**src/rtl/accum.sv**
```systemverilog
// accum: sums LEN accepted signed samples into one WIDTH-bit result (wrap, or clamp with ACCUM_SATURATE_EN).
// Latency: result registered on the LEN-th accept edge; handoff costs one idle intake cycle.
// Backpressure: in_ready is a pure state decode, low while a result waits for f_ready.
module accum #(
    parameter int WIDTH = 16,
    parameter int LEN   = 4,
    localparam int CW   = $clog2(LEN + 1),
    localparam int AW   = WIDTH + $clog2(LEN) + 1
) (
    input  logic                    clk,
    input  logic                    reset_l,
    input  logic                    in_valid,
    output logic                    in_ready,
    input  logic signed [WIDTH-1:0] a,
    input  logic                    clear,
    output logic signed [WIDTH-1:0] f,
    output logic                    f_valid,
    input  logic                    f_ready,
`ifdef ACCUM_SATURATE_EN
    output logic                    sat_flag,
`endif
    output logic [CW-1:0]           count
);

    typedef enum logic [1:0] {S_IDLE, S_ACCUM, S_HOLD} state_t;

    state_t                  state, state_nxt;
    logic signed [AW-1:0]    acc, acc_nxt;
    logic [CW-1:0]           cnt, cnt_nxt;
    logic signed [WIDTH-1:0] f_nxt;
    logic                    fv_nxt;
    logic                    accept;
    logic                    last;
    logic signed [AW-1:0]    sum;
    logic signed [WIDTH-1:0] f_conv;

`ifdef ACCUM_SATURATE_EN
    localparam logic signed [AW-1:0] F_MAX = {{(AW-WIDTH+1){1'b0}}, {(WIDTH-1){1'b1}}};
    localparam logic signed [AW-1:0] F_MIN = {{(AW-WIDTH+1){1'b1}}, {(WIDTH-1){1'b0}}};
    logic sat_nxt;
    logic sat_hit;

    always_comb begin
        sat_hit = 1'b1;
        if (sum > F_MAX)      f_conv = F_MAX[WIDTH-1:0];
        else if (sum < F_MIN) f_conv = F_MIN[WIDTH-1:0];
        else begin
            f_conv  = sum[WIDTH-1:0];
            sat_hit = 1'b0;
        end
    end
`else
    assign f_conv = sum[WIDTH-1:0];
`endif

    assign in_ready = (state != S_HOLD);
    assign accept   = in_valid & in_ready;
    assign last     = (cnt == CW'(LEN - 1));
    // The first sample of a group starts from zero rather than the stale accumulator.
    assign sum      = ((state == S_IDLE) ? '0 : acc) + {{(AW-WIDTH){a[WIDTH-1]}}, a};
    assign count    = cnt;

    always_comb begin
        state_nxt = state;
        acc_nxt   = acc;
        cnt_nxt   = cnt;
        f_nxt     = f;
        fv_nxt    = f_valid;
`ifdef ACCUM_SATURATE_EN
        sat_nxt   = sat_flag;
`endif
        if (clear) begin
            state_nxt = S_IDLE;
            acc_nxt   = '0;
            cnt_nxt   = '0;
            fv_nxt    = 1'b0;
        end else begin
            case (state)
                S_IDLE, S_ACCUM: begin
                    if (accept) begin
                        acc_nxt = sum;
                        cnt_nxt = cnt + CW'(1);
                        if (last) begin
                            state_nxt = S_HOLD;
                            f_nxt     = f_conv;
                            fv_nxt    = 1'b1;
`ifdef ACCUM_SATURATE_EN
                            sat_nxt   = sat_hit;
`endif
                        end else begin
                            state_nxt = S_ACCUM;
                        end
                    end
                end
                S_HOLD: begin
                    if (f_valid && f_ready) begin
                        state_nxt = S_IDLE;
                        acc_nxt   = '0;
                        cnt_nxt   = '0;
                        fv_nxt    = 1'b0;
                    end
                end
                default: state_nxt = S_IDLE;
            endcase
        end
    end

    always_ff @(posedge clk or negedge reset_l) begin
        if (!reset_l) begin
            state    <= S_IDLE;
            acc      <= '0;
            cnt      <= '0;
            f        <= '0;
            f_valid  <= 1'b0;
`ifdef ACCUM_SATURATE_EN
            sat_flag <= 1'b0;
`endif
        end else begin
            state    <= state_nxt;
            acc      <= acc_nxt;
            cnt      <= cnt_nxt;
            f        <= f_nxt;
            f_valid  <= fv_nxt;
`ifdef ACCUM_SATURATE_EN
            sat_flag <= sat_nxt;
`endif
        end
    end

endmodule

```
**config.mk**
```make
export PLATFORM = sky130hd
export DESIGN_NAME = accum
export DESIGN_NICKNAME = d
export VERILOG_FILES = /design/src/rtl/accum.sv
export SDC_FILE = /design/constraint.sdc
export NUM_CORES = 1
export LEC_CHECK = 0
export CORE_UTILIZATION = 32
export DETAILED_ROUTE_END_ITERATION = 8
export DONT_BUFFER_PORTS = 1
export PLACE_DENSITY = 0.5
export SLEW_MARGIN = 20
export SYNTH_ARGS = -nofsm -noshare
export SYNTH_HDL_FRONTEND = slang
export SYNTH_SLANG_ARGS = --single-unit
```
**constraint.sdc**
```tcl
create_clock -name clk -period 5.8 [get_ports clk]
set_input_delay 0.29 -clock clk [delete_from_list [all_inputs] [get_ports clk]]
set_output_delay 0.29 -clock clk [all_outputs]
set_load 0.02 [all_outputs]
```
# Word level (Yosys, flattened, before mapping)
# Cells that the tools add are included.
[totals]
reg_bits = 41
word_cells = 43
inputBits = 21
out_inout_bits = 21
[op_classes]
reduce_logical = 8
eq_ne = 7
n_addsub = 2
muxes = 19
bitwise_logic = 2
[op_table]
columns = ["cell", "n"]
rows = [
  ["$mux W19", 4],
  ["$pmux W19 S2", 1],
  ["$add A19 B19 Y19", 1],
  ["$mux W3", 3],
  ["$ne A3 B3 Y1 const B", 3],
  ["$mux W2", 4],
  ["$reduce_and A4 Y1", 2],
  ["$pmux W3 S2", 1],
  ["$mux W1", 4],
  ["$pmux W2 S2", 1],
  ["$add A3 B1 Y3 const B", 1],
  ["$eq A3 B2 Y1 const B", 1],
  ["$reduce_and A3 Y1", 1],
  ["$reduce_bool A3 Y1", 1],
  ["$eq A2 B1 Y1 const B", 1],
  ["$eq A2 B2 Y1 const B", 1],
  ["$logic_not A2 Y1", 1],
  ["$ne A2 B2 Y1 const B", 1],
  ["$pmux W1 S2", 1],
  ["$reduce_and A2 Y1", 1],
  ["$reduce_or A2 Y1", 1],
  ["$and A1 B1 Y1", 1],
  ["$logic_and A1 B1 Y1", 1],
  ["$not A1 Y1", 1],
]

# Depth between registers and ports, before layout
# Gate-level depths: netlist (run 1).
[logic_depth]
word_depth = 6
mapped_depth = 12
depth_no_buf = 10

# Least setup slack after synthesis (run 1)
# No wires, ideal clock.
[synth_path]
path_kind = "register -> register"
start = "register state[1]"
end = "register f[12]"
path_slack_ns = 2.978
arrival_ns = 2.693
path_stages_with_launch = 12
synth_period_minus_slack_ns = 2.822
path_cell_list = "dfrtp_1 -> nor2_1 -> clkbuf_1 -> nor2b_1 -> ha_1 -> fa_1 -> a211oi_1 -> o21a_1 -> o21ai_1 -> a221oi_1 -> xor2_1 -> o21ai_1"
[synth_between]
elab_chain_len = 3
word_cells_on_any_way = 8
[synth_lines]
columns = ["item", "line_no", "source"]
rows = [
  ["start, declared", "27", "state_t state, state_nxt;"],
  ["start signal, assigned", "119", "state <= state_nxt;"],
  ["$logic_not A2 Y1 (tied with other cells)", "60, 78", ""],
  ["$mux W19 (tied with other cells)", "60", "assign sum = ((state == S_IDLE) ? '0 : acc) + {{(AW-WIDTH){a[WIDTH-1]}}, a};"],
  ["$add A19 B19 Y19 / $reduce_and A4 Y1 (equally long branches)", "-", ""],
  ["end signal, assigned", "122", "f <= f_nxt;"],
  ["end, declared", "16", "output logic signed [WIDTH-1:0] f,"],
]
# Several ways; a longest one is shown, not always the timed one.
# A chain may end at the register's enable or synchronous reset.

# Worst setup path in the final report (run 1)
[layout_path]
start = "register state[1]"
end = "register f[13]"
# Same word-level chain as after synthesis.

==> flow_summary.ini, run 1 <==
[synthesis]
synthesis.nets = 283
syn_area_um2 = 2250
async_flop_share_pct = 100
synth_ff_type = dfrtp_1
synth_area_leaders = dfrtp_1 42%, ha_1 9.5%, o21ai_1 6.7%
ys_warn_count = 0
synth-seq-area-share_pct = 42.3
syn_inst = 244
syn_area_per_cell_um2 = 9.22
synth_cell_types = 39
synthDominantCellAreaShare_pct = 42.3
synth_edf_count = 0
ys_ff_latch = 38
yosysTopAreaCell = dfrtp_1

[power_and_ir_drop]
ir_drop_v = 0.000102
leakagePower_nw = 1.07
power_density_nw_per_um2 = 281

[min_path]
hold_start = clear
hold_path_class = input pin to flop

[global_route]
gr-usage-all-layers_pct = 15.7
grt_pass1_vias = 1700
antenna_found_initial = 0
grt_pass1_wl_um = 8820
grt_overflow = 0
grt_max_degree = 39

[layout]
stdcell_count = 340
syn_to_final_growth_pct = 9.73
fillers = 704
drive_gt1_share_pct = 6.56
antenna_cells = 0
register_area_um2 = 951
multiInputGateArea_um2 = 1240
finalNetCount = 282

[floorplan]
coreArea_um2 = 6790
dieWidth_um = 85.8
initial_utilization_pct = 33.1
chipHeight_um = 85.8
pin_count = 42
die_area_um2 = 7370
rows = 30

[detailed_routing]
drt_iter0_drc = 136
route.detailed.drc = 0
drt-wirelength-per-cell_um = 15.3
routed_wl_um = 5210
first_pass_iters = 4
routed_via_density = 5.09
ant_nets = 0
via_count = 1729

[setup_path]
critPathKind = flop to flop
r2r_start = state[1]
cp_data_required_time_ns = 5.98
start_kind = flop
startpoint = state[1]
path_max_fanout = 15
crit_path_end_kind = flop
cp.arrival_ns = 3.29

[run]
maxCapViolCount = 0

[sta]
tns_ns = 0
rsz0062_at_grt = no
finalHoldViolations = 0
worst_pin_slew_ns = 0.976
min_period_ns = 3.11
fin_skew_ns = 0.00651
slew_headroom_pct = 34.9
slew_viol_final = 0
setup_viol = 0
fmax_mhz = 322
fin_crit_sh_pct = 53.6

[placed_design]
place_congestion = 0.820
hpwl_um = 3650
numPortBuffers = 0
dp.cells = 330

[clocking]
ctsResizeCount = 0
cts-root-buf = clkbuf_8
tritoncts = done
post-cts-setup-buffers = 0
cts_sinks = 38
cts_hold_buffers = 2
cts_buffers = 5
cts.clk_slew.worst_paths_ns = 0.09
insertion_delay_ns = 0.30
cts_max_level = 2
clockBufferDepth = 2

[run_status]
outcome = finished clean
-- flip-flops by register name, summed over array words and instances (netlist names) --
signal   cells
f           16
state        2
f_valid      1
acc         16
count        3
-- cells in the final DEF (no fill, tap or decap), types with 3 or more instances in the layout --
master / count
a21oi_1: 10
nand3_1: 4
nor2b_1: 18
nor3_1: 3
a21o_1: 4
o211ai_1: 3
xnor2_1: 9
clkbuf_8: 5
o21ai_0: 7
xor2_1: 5
dfrtp_1: 38
ha_1: 17
o21ai_1: 30
nor2_1: 10
nand2_1: 37
nand2b_1: 3
a22o_1: 3
inv_1: 3
-- final timing paths --
kind	to	slack, ns	cells past startpoint
setup reg to reg	f[13]	2.69	9
hold / removal	state[0]	0.07	1
max in group asynchronous	acc[10]	5.17	2
setup / recovery	f[13]	2.69	9
hold reg to reg	acc[14]	0.48	2
min in group asynchronous	acc[1]	0.45	2
-- per-layer routing --
layer,share of wire (%),GRT usage [%],vias to the layer above,routed length (µm)
li1,-,-,864,-
met1,48,20.7,823,2470
met2,45,24.4,36,2370
met3,5.6,4.91,6,289
met4,1.5,5.45,0,77
met5,0,0,-,0
-- power by group --
part | internal [W] | total, W | switching, W
logic | 0.0000461 | 0.000113 | 0.0000670
registers | 0.000297 | 0.000346 | 0.0000485
clock network | 0.000128 | 0.000234 | 0.000106
-- final cells by class --
| type | instances | area share [%] |
|---|---|---|
| Multi-Input combinational cell | 193 | 50.3 |
| Timing Repair Buffer | 2 | 1.22 |
| Clock buffer | 5 | 2.79 |
| Inverter | 3 | 0.456 |
| Tap cell | 96 | 4.87 |
| Sequential cell | 38 | 38.5 |
| Clock inverter | 3 | 1.82 |
-- Yosys cell counts, types with 3 or more instances --
cell / n
nor3_1: 3
a21o_1: 4
a21oi_1: 10
xnor2_1: 9
nand2_1: 38
o21ai_1: 30
nand2b_1: 3
inv_1: 3
o21ai_0: 7
xor2_1: 5
nand3_1: 4
dfrtp_1: 38
clkbuf_1: 8
o211ai_1: 3
ha_1: 17
nor2b_1: 18
a22o_1: 3
nor2_1: 12
-- critical path, stage by stage, from the launching register on --
cell and delay, ns:
dfrtp_1 0.46, nor2_2 0.58, nor2b_1 0.17, ha_1 0.32
a21oi_1 0.20, nor2_1 0.10, or3_4 0.35, a311o_1 0.41
nor4_1 0.31, a211oi_1 0.08
-- kinds of logic (layout without fill, tap and decap cells) --
group | Yosys count | after routing | share of synthesized area [%]
AO/OA/AOI/OAI | 75 | 75 | 20.3
XOR/XNOR | 14 | 14 | 5.45
adder cells (fa/ha/maj) | 18 | 18 | 10.3
buffers and inverters | 13 | 13 | 2.84
flip-flops | 38 | 38 | 42.3
multiplexers | 3 | 3 | 1.45
AND/OR/NAND/NOR | 83 | 83 | 17.4
-- through the flow --
stage / instance area [µm²] / setup WS [ns] / total power (W) / util (%) / hold WS (ns)
global placement: 2320 / 2.40 / 0.000458 / 34.1 / -0.00432
CTS: 2460 / 2.33 / 0.000702 / 36.3 / 0.0535
floorplan: 2250 / 2.98 / 0.000434 / - / -0.00559
finish: 2470 / 2.69 / 0.000693 / 36.3 / 0.0651
detailed placement: 2320 / 2.35 / 0.000458 / 34.1 / -0.00435
global route: 2470 / 2.42 / 0.000734 / 36.3 / 0.0519
No activity file was read; power rests on OpenSTA's default activity.
==> inputs of run 2 (changes only) <==
==> constraint.sdc (replaced) <==
create_clock -name clk -period 3 [get_ports clk]
set_input_delay 0.15 -clock clk [delete_from_list [all_inputs] [get_ports clk]]
set_output_delay 0.15 -clock clk [all_outputs]
set_load 0.02 [all_outputs]
==> run 2 against run 1 <==
Net effect: global-route usage grew 0.20 points; via count grew 0.17%; clock-buffer cell count rose by 1; routed wire length rose by 0.12%; total power is 93% higher; die area did not move; critical endpoint unchanged; largest power group unchanged; highest routed layer unchanged.
==> flow_summary.ini, run 2 (same netlist as run 1, synthesis figures left out) <==
[floorplan]
rows = 30
dieWidth_um = 85.8
chipHeight_um = 85.8
coreArea_um2 = 6790
initial_utilization_pct = 33.1
die_area_um2 = 7370
pin_count = 42

[power_and_ir_drop]
p_sw_share_pct = 31.4
ir_drop_v = 0.000243
seqPwrFrac_pct = 49.8
p_int_w = 0.000919
power_density_nw_per_um2 = 530
power_frac_clock_pct = 33.2
comb_power_share_pct = 17.0
leakagePower_nw = 1.11
power.net_switching_w = 0.000421

[setup_path]
start_kind = flop
critPathKind = flop to flop
path_max_fanout = 8
cp.arrival_ns = 2.94
crit_path_end_kind = flop
cp_data_required_time_ns = 3.17

[global_route]
gr-usage-met3_pct = 4.04
top_usage_layer = met2
gr-usage-all-layers_pct = 15.9
grt_pass1_wl_um = 9030
grt_use_met1_pct = 20.6
antenna_found_initial = 0
grt_pass1_vias = 1793
met2_usage_pct = 25.8
grt_max_degree = 39
grt_overflow = 0

[detailed_routing]
ant_nets = 0
via_count = 1732
route.detailed.drc = 0
drt_iter0_drc = 82
routed_via_density = 4.96
routed_wl_um = 5210
first_pass_iters = 4
drt-wirelength-per-cell_um = 14.9

[placed_design]
dpl_cell_area_um2 = 2370
pre_cts_ws_ns = 0.224
place_congestion = 0.808
hpwl_um = 3810
numPortBuffers = 0

[clocking]
cts_max_level = 2
tritoncts = done
clockBufferDepth = 2
cts_sinks = 38
post-cts-setup-buffers = 0
cts_buffers = 5
insertion_delay_ns = 0.30
cts-root-buf = clkbuf_8
cts.clk_slew.worst_paths_ns = 0.08

[layout]
finalNetCount = 291
final_cell_mix = 38 x nand2_1, 38 x dfrtp_1, 30 x o21ai_1
antenna_cells = 0
fillers = 719
register_area_um2 = 951
multiInputGateArea_um2 = 1230
design_area_um2 = 2530
drive_gt1_share_pct = 7.51
syn_to_final_growth_pct = 12.5

[sta]
tns_ns = 0
setup_slack_ns = 0.226
min_period_ns = 2.77
fin_skew_ns = 0.0119
finalHoldViolations = 0
rsz0062_at_grt = no
worst_pin_slew_ns = 0.664
fmax_mhz = 361
slew_viol_final = 0
fin_crit_sh_pct = 92.5
setup_viol = 0
slew_headroom_pct = 55.7

[run]
maxCapViolCount = 0

[min_path]
hold_path_class = input pin to flop

[run_status]
outcome = finished clean
## run 2: cell count changes in the layout (fill, tap and decap cells not counted), sizes merged
cell and delta:
dlygate4sd3 +2, clkinvlp -1, clkbuf +1, buf +7
## run 2: timing repair
item,in CTS,in global routing
gates resized for setup,0,0
hold buffers,4,0
endpoints found under the hold margin,40,0
## run 2: final cells by class
type	count	area share, %
inverter	3	0.445
sequential	38	37.6
tap	96	4.75
multi-input combinational	193	48.8
clock buffer	6	2.87
clock inverter	2	1.48
timing repair buffer	11	4.06
## run 2: stage by stage
stage | utilization [%] | total power [W] | hold WS [ns] | cells
floorplan | - | 0.000840 | -0.146 | 244
global placement | 34.9 | 0.000891 | -0.144 | 337
detailed placement | 34.9 | 0.000891 | -0.144 | 337
CTS | 37.2 | 0.00136 | 0.0574 | 349
global route | 37.2 | 0.00142 | 0.110 | 349
finish | 37.2 | 0.00134 | 0.0716 | 349
## run 2: layer usage
layer  part of all wire (%)  wire, µm
met1                     48      2480
met4                    1.4        74
met2                     47      2440
met5                      0         0
met3                    4.1       216
## run 2: worst max-delay path, cell delays in order (launching register included)
cell and delay, ns:
dfrtp_1 0.45, nor2_1 0.10, buf_4 0.18, nor2b_1 0.20
ha_1 0.27, a21oi_1 0.20, nor2_1 0.10, or3_4 0.35
a311o_1 0.42, nor4_1 0.30, a211oi_1 0.08
## run 2: path summary, 6_finish.rpt
check                      slack [ns]        to  startpoint  cells past startpoint
min in group asynchronous        0.30      f[0]     reset_l                      2
max in group asynchronous        2.50     f[10]     reset_l                      2
min reg2reg                      0.48   acc[14]     acc[14]                      2
min                              0.07  state[1]     f_ready                      3
max                              0.23     f[13]    state[1]                     10
max reg2reg                      0.23     f[13]    state[1]                     10
## run 2: power groups by stage
stage / Sequential [W] / Clock (W) / Combinational [W]
final: 0.000668 / 0.000445 / 0.000227
after CTS: 0.000669 / 0.000460 / 0.000232
after global routing: 0.000676 / 0.000475 / 0.000264
after floorplan: 0.000668 / 0 / 0.000172
after global placement: 0.000680 / 0 / 0.000211
after detailed placement: 0.000678 / 0 / 0.000213
